==> config.mk <==
export PLATFORM = sky130hd
export DESIGN_NAME = input_debouncer
export DESIGN_NICKNAME = d
export VERILOG_FILES = /design/src/rtl/input_debouncer.sv
export SDC_FILE = /design/constraint.sdc
export NUM_CORES = 1
export LEC_CHECK = 0
export CORE_AREA = 3 3 40 42
export DETAILED_ROUTE_END_ITERATION = 8
export DIE_AREA = 0 0 43 45
export PLACE_DENSITY_LB_ADDON = 0.15
export SETUP_SLACK_MARGIN = 0.1
export SKIP_CTS_REPAIR_TIMING = 1
export SLEW_MARGIN = 20
export SYNTH_ARGS = -nofsm -noshare
export SYNTH_HDL_FRONTEND = slang
export SYNTH_SLANG_ARGS = --single-unit
export TNS_END_PERCENT = 30
==> constraint.sdc <==
create_clock -name clk -period 1.6 [get_ports clk]
set_input_delay 0.16 -clock clk [delete_from_list [all_inputs] [get_ports clk]]
set_output_delay 0.16 -clock clk [all_outputs]
set_load 0.1 [all_outputs]
==> src/rtl/input_debouncer.sv <==
// input_debouncer: synchronises one raw asynchronous input into the clk domain and
// only lets the output level change after DEBOUNCE_CYCLES consecutive identical
// synchronised samples. Also produces one-cycle rise/fall strobes and a busy flag
// that is high while a candidate transition is being qualified.
module input_debouncer #(
  parameter int SYNC_STAGES     = 2,
  parameter int DEBOUNCE_CYCLES = 16
) (
  input  logic clk,
  input  logic reset,
  input  logic raw_in,
  output logic level_out,
  output logic rise_pulse,
  output logic fall_pulse,
  output logic busy
);

  localparam int CNT_W = $clog2(DEBOUNCE_CYCLES + 1);
  localparam logic [CNT_W-1:0] CNT_ZERO = '0;
  localparam logic [CNT_W-1:0] CNT_ONE  = CNT_W'(1);
  localparam logic [CNT_W-1:0] CNT_LAST = CNT_W'(DEBOUNCE_CYCLES - 1);

  typedef enum logic [1:0] {
    S_LOW       = 2'd0,
    S_RISE_WAIT = 2'd1,
    S_HIGH      = 2'd2,
    S_FALL_WAIT = 2'd3
  } state_t;

  logic [SYNC_STAGES-1:0] sync_q, sync_d;
  logic                   sync_in;
  state_t                 state_q, state_d;
  logic [CNT_W-1:0]       cnt_q, cnt_d;
  logic                   rise_q, rise_d;
  logic                   fall_q, fall_d;

  // Shift the raw input through the synchroniser chain, newest sample at bit 0.
  always_comb begin
    sync_d = {sync_q[SYNC_STAGES-2:0], raw_in};
  end

  assign sync_in = sync_q[SYNC_STAGES-1];

  // Synchroniser flops; cleared while in reset so a stale level cannot leak out.
  always_ff @(posedge clk or negedge reset) begin
    if (!reset) begin
      sync_q <= '0;
    end else begin
      sync_q <= sync_d;
    end
  end

  // State register: FSM state, stability counter and the registered strobes.
  always_ff @(posedge clk or negedge reset) begin
    if (!reset) begin
      state_q <= S_LOW;
      cnt_q   <= CNT_ZERO;
      rise_q  <= 1'b0;
      fall_q  <= 1'b0;
    end else begin
      state_q <= state_d;
      cnt_q   <= cnt_d;
      rise_q  <= rise_d;
      fall_q  <= fall_d;
    end
  end

  // Next-state logic: any opposite sample during a wait drops the candidate and the
  // count restarts from zero, so the counter saturates at DEBOUNCE_CYCLES-1 at most.
  always_comb begin
    state_d = state_q;
    cnt_d   = cnt_q;
    rise_d  = 1'b0;
    fall_d  = 1'b0;
    unique case (state_q)
      S_LOW: begin
        if (sync_in) begin
          state_d = S_RISE_WAIT;
          cnt_d   = CNT_ONE;
        end else begin
          cnt_d   = CNT_ZERO;
        end
      end
      S_RISE_WAIT: begin
        if (!sync_in) begin
          state_d = S_LOW;
          cnt_d   = CNT_ZERO;
        end else if (cnt_q == CNT_LAST) begin
          state_d = S_HIGH;
          cnt_d   = CNT_ZERO;
          rise_d  = 1'b1;
        end else begin
          cnt_d   = cnt_q + CNT_ONE;
        end
      end
      S_HIGH: begin
        if (!sync_in) begin
          state_d = S_FALL_WAIT;
          cnt_d   = CNT_ONE;
        end else begin
          cnt_d   = CNT_ZERO;
        end
      end
      S_FALL_WAIT: begin
        if (sync_in) begin
          state_d = S_HIGH;
          cnt_d   = CNT_ZERO;
        end else if (cnt_q == CNT_LAST) begin
          state_d = S_LOW;
          cnt_d   = CNT_ZERO;
          fall_d  = 1'b1;
        end else begin
          cnt_d   = cnt_q + CNT_ONE;
        end
      end
      default: begin
        state_d = S_LOW;
        cnt_d   = CNT_ZERO;
      end
    endcase
  end

  // Outputs decode purely from registered state, so raw_in has no combinational path out.
  always_comb begin
    level_out  = (state_q == S_HIGH) || (state_q == S_FALL_WAIT);
    busy       = (state_q == S_RISE_WAIT) || (state_q == S_FALL_WAIT);
    rise_pulse = rise_q;
    fall_pulse = fall_q;
  end

endmodule

==> flow_metrics.tcl <==
set metrics [dict create \
    start_kind "register" \
    clock_latency_ns 0.26 \
    rows 13 \
    wirelength_um 790 \
    async_flop_share_pct 100.0 \
    syn_nets 39 \
    placedCellCount 54 \
    nNetsFinal 49 \
    p_int_mw 0.4002 \
    p_sw_mw 0.1117 \
    place.gp.congestion 0.6390 \
    swShare_pct 21.82 \
    final_cells 59 \
    grt_pass1_vias 303 \
    fp.dieW_um 43 \
    final_max_slew_viol_count 0 \
    grt_pass1_wl_um 1283 \
    h-tree-depth 1 \
    pre_cts_slack_ns 0.03681 \
    status "complete, no violations" \
    yosys.cell_types.count 17 \
    min_period_ns 1.525 \
    syn_inst 35 \
    p_seq_share_pct 57.4 \
    comb_power_share_pct 8.0 \
    dr_total_vias 282 \
    syn_area_um2 437.9 \
    cp_cell_sequence "ha_4 -> nand3_2 -> or3b_4 -> mux2_4" \
    cp.required_ns 1.75 \
    port_buffers 6 \
    dp_hpwl_um 614.3 \
    synth_area_leader_cell "dfrtp_1" \
    synthMostInstantiatedCell "dfrtp_1" \
    route.antenna.remaining_nets 0 \
    synth_seq_cells 11 \
    ios 7 \
    dieArea_um2 1935 \
    initial_utilization_pct 34.08 \
    viasPerCell 4.780 \
    fp.dieH_um 45 \
    min_period_over_period_pct 95.32 \
    finalPower_mw 0.5119 \
    antenna_found_initial 0 \
    crit_slowest_cell "dfrtp_1" \
    finalSetupTns_ns 0 \
    crit_path_max_fanout 5 \
    fmax_ghz 0.6557 \
    drt_iter0_drc 6 \
    hold_class "in2async" \
    crit_arrival_ns 1.67 \
    yosys_warnings 0 \
    cts_tree "done" \
    cts_inserted_buffers 3 \
    cts_sinks 11 \
    area_growth_pct 36.00 \
    clock_path_buffers 2 \
    grt_overflow 0 \
    grtUsageTotal_pct 9.275 \
    fin_worst_skew_ns 0.002379 \
    synth_common_cells "dfrtp_1, nand2_1" \
    synth-main-ff-cell "dfrtp_1" \
    max-slew-margin-rel_pct 67.89 \
    end_kind "register" \
    fin_ws_ns 0.07485 \
    powerDensity_nw_per_um2 859.5 \
    setup_viol 0 \
    cts.clk_slew.worst_paths_ns 0.06 \
    tightest_slew_ns 0.4802 \
    critPathTopFamily "simple AND/OR/NAND/NOR gates" \
    fill_cells 120 \
    diodes 0 \
    cap_violations 0 \
    placeableCoreArea_um2 1285 \
    p_leak_nw 0.2582 \
    path_class "reg2reg" \
    p_clk_share_pct 34.6 \
    root_buffer "clkbuf_4" \
    ir_worst_vdd_v 0.0004441 \
    drtPass1Iterations 2 \
    critPathMaxStageDelay_ns 0.43 \
    hold_violations 0 \
    drc_errors 0 \
    drive_gt1_share_pct 27.27 \
    synth_top_cell_area_share_pct 62.86 \
    synth_edf_count 0 \
    wl_per_cell_um 13.39 \
    syn_area_per_cell_um2 12.51 \
    rsz0062_at_grt "true" \
    synth-seq-area-share_pct 62.86 \
    synthTopCellsByArea "dfrtp_1, mux2_4, nand2_1" \
    grt_max_degree 12 \
    path_buf_inv 0 \
    postLayoutCoreUtil_pct 46.35 \
]
==> cell families after synthesis <==
| family | count (synthesis) | synth area share, % |
|---|---|---|
| and+or+nand+nor | 17 | 23.71 |
| AOI/OAI and AO/OA | 1 | 1.429 |
| buffers and inverters | 2 | 1.715 |
| adders and majority gates | 1 | 2.857 |
| xor gates and xnor gates | 2 | 4.001 |
| DFF | 11 | 62.86 |
| muxes | 1 | 3.428 |
==> power groups by stage <==
| stage | combinational, mW | sequential [mW] | clock, mW |
|---|---|---|---|
| CTS | 0.0370 | 0.293 | 0.187 |
| finish | 0.0408 | 0.294 | 0.177 |
| global placement | 0.0363 | 0.298 | 0 |
| floorplan | 0.0203 | 0.295 | 0 |
| global route | 0.0453 | 0.295 | 0.198 |
| detailed placement | 0.0369 | 0.298 | 0 |
==> metrics by stage <==
stage	hold slack (ns)	cell area [um2]
finish	0.2285	595.6
global route	0.2544	595.6
CTS	0.2366	575.6
detailed placement	0.3434	549.3
global placement	0.3447	549.3
floorplan	-0.1356	437.9
==> per-layer routing <==
layer / global-route usage [%] / share of wire (%) / vias up
met5: 0 / 0 / -
met3: 1.195 / 2.5 / 0
met1: 9.750 / 39 / 141
li1: - / - / 137
met4: 7.229 / 0 / 0
met2: 16.77 / 59 / 4
==> final timing paths <==
kind	slack (ns)	startpoint	cells after the start	to
max	0.07	cnt_q[0]	4	register
min	0.23	reset	1	asynchronous set/reset pin
max reg2reg	0.07	cnt_q[0]	4	register
min reg2reg	0.35	sync_q[0]	0	sync_q[1]
max in group asynchronous	1.05	reset	1	cnt_q[2]
min in group clk	0.34	raw_in	1	sync_q[0]
==> registers in the layout, summed over array words and instances, names as in the netlist, named ones only <==
signal	count
cnt_q	5
fall_pulse	1
rise_pulse	1
state_q	1
sync_q	2
==> cell type report <==
type                    instances  area [um2]  share of cell area, %
repair buffers                  7       107.6                  18.07
flip-flops and latches         11       275.3                  46.22
well taps                      15       18.77                  3.151
clock buffers                   4       26.28                  4.412
multi-input cells              22       167.7                  28.15
==> cells in the final DEF (no fill, tap or decap) <==
master / count
ha_4: 1
buf_4: 1
clkdlybuf4s50_1: 2
nand3_2: 1
dfrtp_1: 11
buf_12: 4
xnor2_1: 1
clkbuf_1: 1
and2_1: 1
nand4b_1: 1
clkbuf_4: 3
xor2_1: 1
nand2_1: 4
nor3b_1: 2
a31oi_1: 1
nor2_1: 2
and3_1: 2
mux2_4: 1
or3b_4: 1
nand2b_1: 2
nand3_1: 1
No activity file was read; power rests on OpenSTA's default activity.
==> RTL edit 1, RTL diff (same settings) <==
Re-encode `state_t` (4 states) as one-hot, 4 bits wide.
--- a/src/rtl/input_debouncer.sv
+++ b/src/rtl/input_debouncer.sv
@@ -22,7 +22,7 @@
 
-  typedef enum logic [1:0] {
-    S_LOW       = 2'd0,
-    S_RISE_WAIT = 2'd1,
-    S_HIGH      = 2'd2,
-    S_FALL_WAIT = 2'd3
+  typedef enum logic [3:0] {
+    S_LOW       = 4'b0001,
+    S_RISE_WAIT = 4'b0010,
+    S_HIGH      = 4'b0100,
+    S_FALL_WAIT = 4'b1000
   } state_t;
Formal check against the unedited RTL: no difference found for any inputs over 10 cycles, from zero or initial values and one cycle with reset low; not proved beyond that.
==> RTL edit 1 against the original RTL <==
Design area up 42%; count of clock-buffer cells in the layout down 1; sequential cell count grew 2; utilization increased by 19 points; worst setup slack worse by 0.024 ns; first-iteration DRC count is 50% lower; area after synthesis is 57% higher; routed wire length up 46%; total power grew 34%; critical path depth fell by 1; clock power up 13%; via count is 76% higher.
==> RTL edit 1: results <==
set metrics [dict create \
    ir_drop_mv 0.706 \
    slowest_stage "dfrtp_2" \
    clk_pin_slew_ns 0.09 \
    reg_top3 "cnt_q x5, state_q x4, sync_q x2" \
    grt.met2_usage_pct 21.3 \
    grtUsageTotal_pct 13.4 \
    first_iter_violations 3 \
    status "finished clean" \
    synth_mux_area_share_pct 0 \
    place_area_um2 785 \
    n_all_inverters 1 \
    multi_input_area_um2 343 \
    cp.arrival_ns 1.39 \
    synth_fa_ha_area_share_pct 1.82 \
    layout-drive-gt1-share_pct 37.0 \
    top_layer "met4" \
    stdcell_count 88 \
    fin_nets 78 \
    synth_top_area_share_pct 43.7 \
    avgRoutedWirePerCell_um 13.1 \
    yosysSeqAreaShare_pct 47.5 \
    gr-usage-met1_pct 16.3 \
    comb.multi_input.count 46 \
    crit_family "flip-flops" \
    clock_cell_area_share_pct 3.25 \
    synthTopCellsByArea "dfrtp_1, nor2_1, dfstp_2, and2b_2, buf_6" \
    synth-xor-area-share_pct 3.83 \
    slew_headroom_pct 61.9 \
    synth_cells 64 \
    buf_share_pct 14.5 \
    finalClockSkew_ns 0.0119 \
    worstPathMaxFanout 10 \
    clk_latency_ns 0.28 \
    nonClockBufferCount 9 \
    syn-num-nets 68 \
    grt_max_degree 14 \
    post-place-ws_ns 0.251 \
    regArea_um2 330 \
    grt_pass1_wl_um 1850 \
    m1WireLength_um 554 \
    wl_met3_um 60 \
    first_pass_iters 3 \
    synth_common_cells "dfrtp_1, nor2_1, a21oi_1, and2b_2" \
    area_delta_synth_final_pct 23.1 \
    ys_ff_latch 13 \
    cpPeakStageDelay_ns 0.49 \
]
## RTL edit 1: cell count changes in the layout (fill, tap and decap cells not counted), sizes merged, moves of 2 or more
cell	change
nand2	-2
o311a	+2
buf	+2
nor3	+2
and3b	+2
nor2	+6
a21oi	+3
o21ai	+2
and2b	+5
## RTL edit 1: where the power goes
group | internal [mW] | switching [mW] | leakage, nW | total [mW]
registers | 0.345 | 0.0174 | 0.166 | 0.363
clock network | 0.0926 | 0.108 | 0.0177 | 0.200
logic | 0.0629 | 0.0592 | 0.208 | 0.122
total | 0.501 | 0.184 | 0.392 | 0.685
## RTL edit 1: path summary, 6_finish.rpt
path | start | cells after the start | endpoint | slack (ns)
setup / recovery | state_q[2] | 3 | level_out | 0.05
hold / removal | reset | 1 | cnt_q[2] | 0.24
setup reg to reg | cnt_q[0] | 4 | state_q[2] | 0.29
hold reg to reg | sync_q[0] | 0 | sync_q[1] | 0.35
max in group asynchronous | reset | 1 | state_q[3] | 0.94
min in group clk | raw_in | 1 | sync_q[0] | 0.33
==> RTL edit 2, RTL diff (same settings) <==
Without the edit above. Change the parameter `DEBOUNCE_CYCLES` from 16 to 32.
--- a/src/rtl/input_debouncer.sv
+++ b/src/rtl/input_debouncer.sv
@@ -6,3 +6,3 @@
   parameter int SYNC_STAGES     = 2,
-  parameter int DEBOUNCE_CYCLES = 16
+  parameter int DEBOUNCE_CYCLES = 32
 ) (
Formal check against the unedited RTL: no difference found for any inputs over 10 cycles, from zero or initial values and one cycle with reset low; that may be too few to reach the edited logic, so the function may still have changed.
==> RTL edit 2 against the original RTL <==
Worst setup slack better by 0.15 ns; sequential cell count up 1; total power grew 4.7%; routed wire length grew 11%; worst hold slack better by 0.015 ns; cell count rose by 10%; area after synthesis increased by 13%; synthesized cell count up 17%; utilization is 4.5 points higher; clock power shrank 4%; critical path depth is 1 lower; design area grew 9.7%; sequential power is 8.5% higher; critical path type unchanged; highest routed layer is now met4.
==> RTL edit 2: results <==
set metrics [dict create \
    hpwl_um 697 \
    synth_cell_types 21 \
    grt_util_met3_pct 2.79 \
    worst_slew_pin_slew_ns 0.525 \
    grt_pass1_vias 374 \
    synth_mux_area_share_pct 2.27 \
    via_count 336 \
    layout-drive-gt1-share_pct 32.0 \
    finalCoreUtilization_pct 50.8 \
    worstPathMaxFanout 4 \
    cpPeakStageDelay_ns 0.53 \
    num-fill-cells 116 \
    stdcell_count 65 \
    power_leakage_nw 0.280 \
    multi_input_area_share_pct 29.5 \
    grt_max_degree 13 \
    routed_wl_um 877 \
    post-place-ws_ns 0.158 \
    reg_top3 "cnt_q x6, sync_q x2" \
    first_pass_iters 4 \
    synth_common_cells "dfrtp_1, nor2_1, nand3_1" \
    grt.met2_usage_pct 18.9 \
    synth_compound_area_share_pct 4.03 \
    gp_congestion 0.687 \
    top_layer "met4" \
    grt_pass1_wl_um 1550 \
    comb.multi_input.count 26 \
    clock_cell_area_share_pct 3.45 \
    wl_met3_um 48 \
    yosysSeqAreaShare_pct 60.5 \
    status "finished clean" \
    cp.arrival_ns 1.56 \
    ir_drop_mv 0.425 \
    finalClockSkew_ns 0.00161 \
    gr-usage-met1_pct 12.1 \
    fin_nets 56 \
    nonClockBufferCount 8 \
    cts_num_sinks 12 \
    slowest_stage "or4_4" \
    synth_cells 41 \
    grtUsageTotal_pct 11.0 \
    dr_wl_met2_um 454 \
    seq_share_pct 46.0 \
    synthTopCellsByArea "dfrtp_1, nor2_1, xnor2_1, xor2_1, nand3_1" \
    first_iter_violations 13 \
]
==> RTL edit 2: cell types whose count changed in the layout (fill, tap and decap cells not counted), moves of 2 or more <==
| cell | delta |
|---|---|
| and3_1 | -2 |
| nor2_1 | +3 |
| nand2_1 | -3 |
| nand2b_1 | -2 |
==> RTL edit 2: where the power goes <==
group          switching, mW  internal, mW  total, mW
registers            0.00712         0.312      0.319
logic                 0.0267        0.0201     0.0468
clock network         0.0834        0.0868      0.170
total                  0.117         0.418      0.536
==> RTL edit 2: path summary, 6_finish.rpt <==
check / slack [ns] / cells after the start / from / to
min: 0.24 / 1 / reset / cnt_q[2]
max in group asynchronous: 1.01 / 1 / reset / cnt_q[0]
max reg2reg: 0.23 / 3 / cnt_q[0] / cnt_q[5]
max: 0.23 / 3 / cnt_q[0] / cnt_q[5]
min in group clk: 0.35 / 1 / raw_in / sync_q[0]
min reg2reg: 0.35 / 0 / sync_q[0] / sync_q[1]
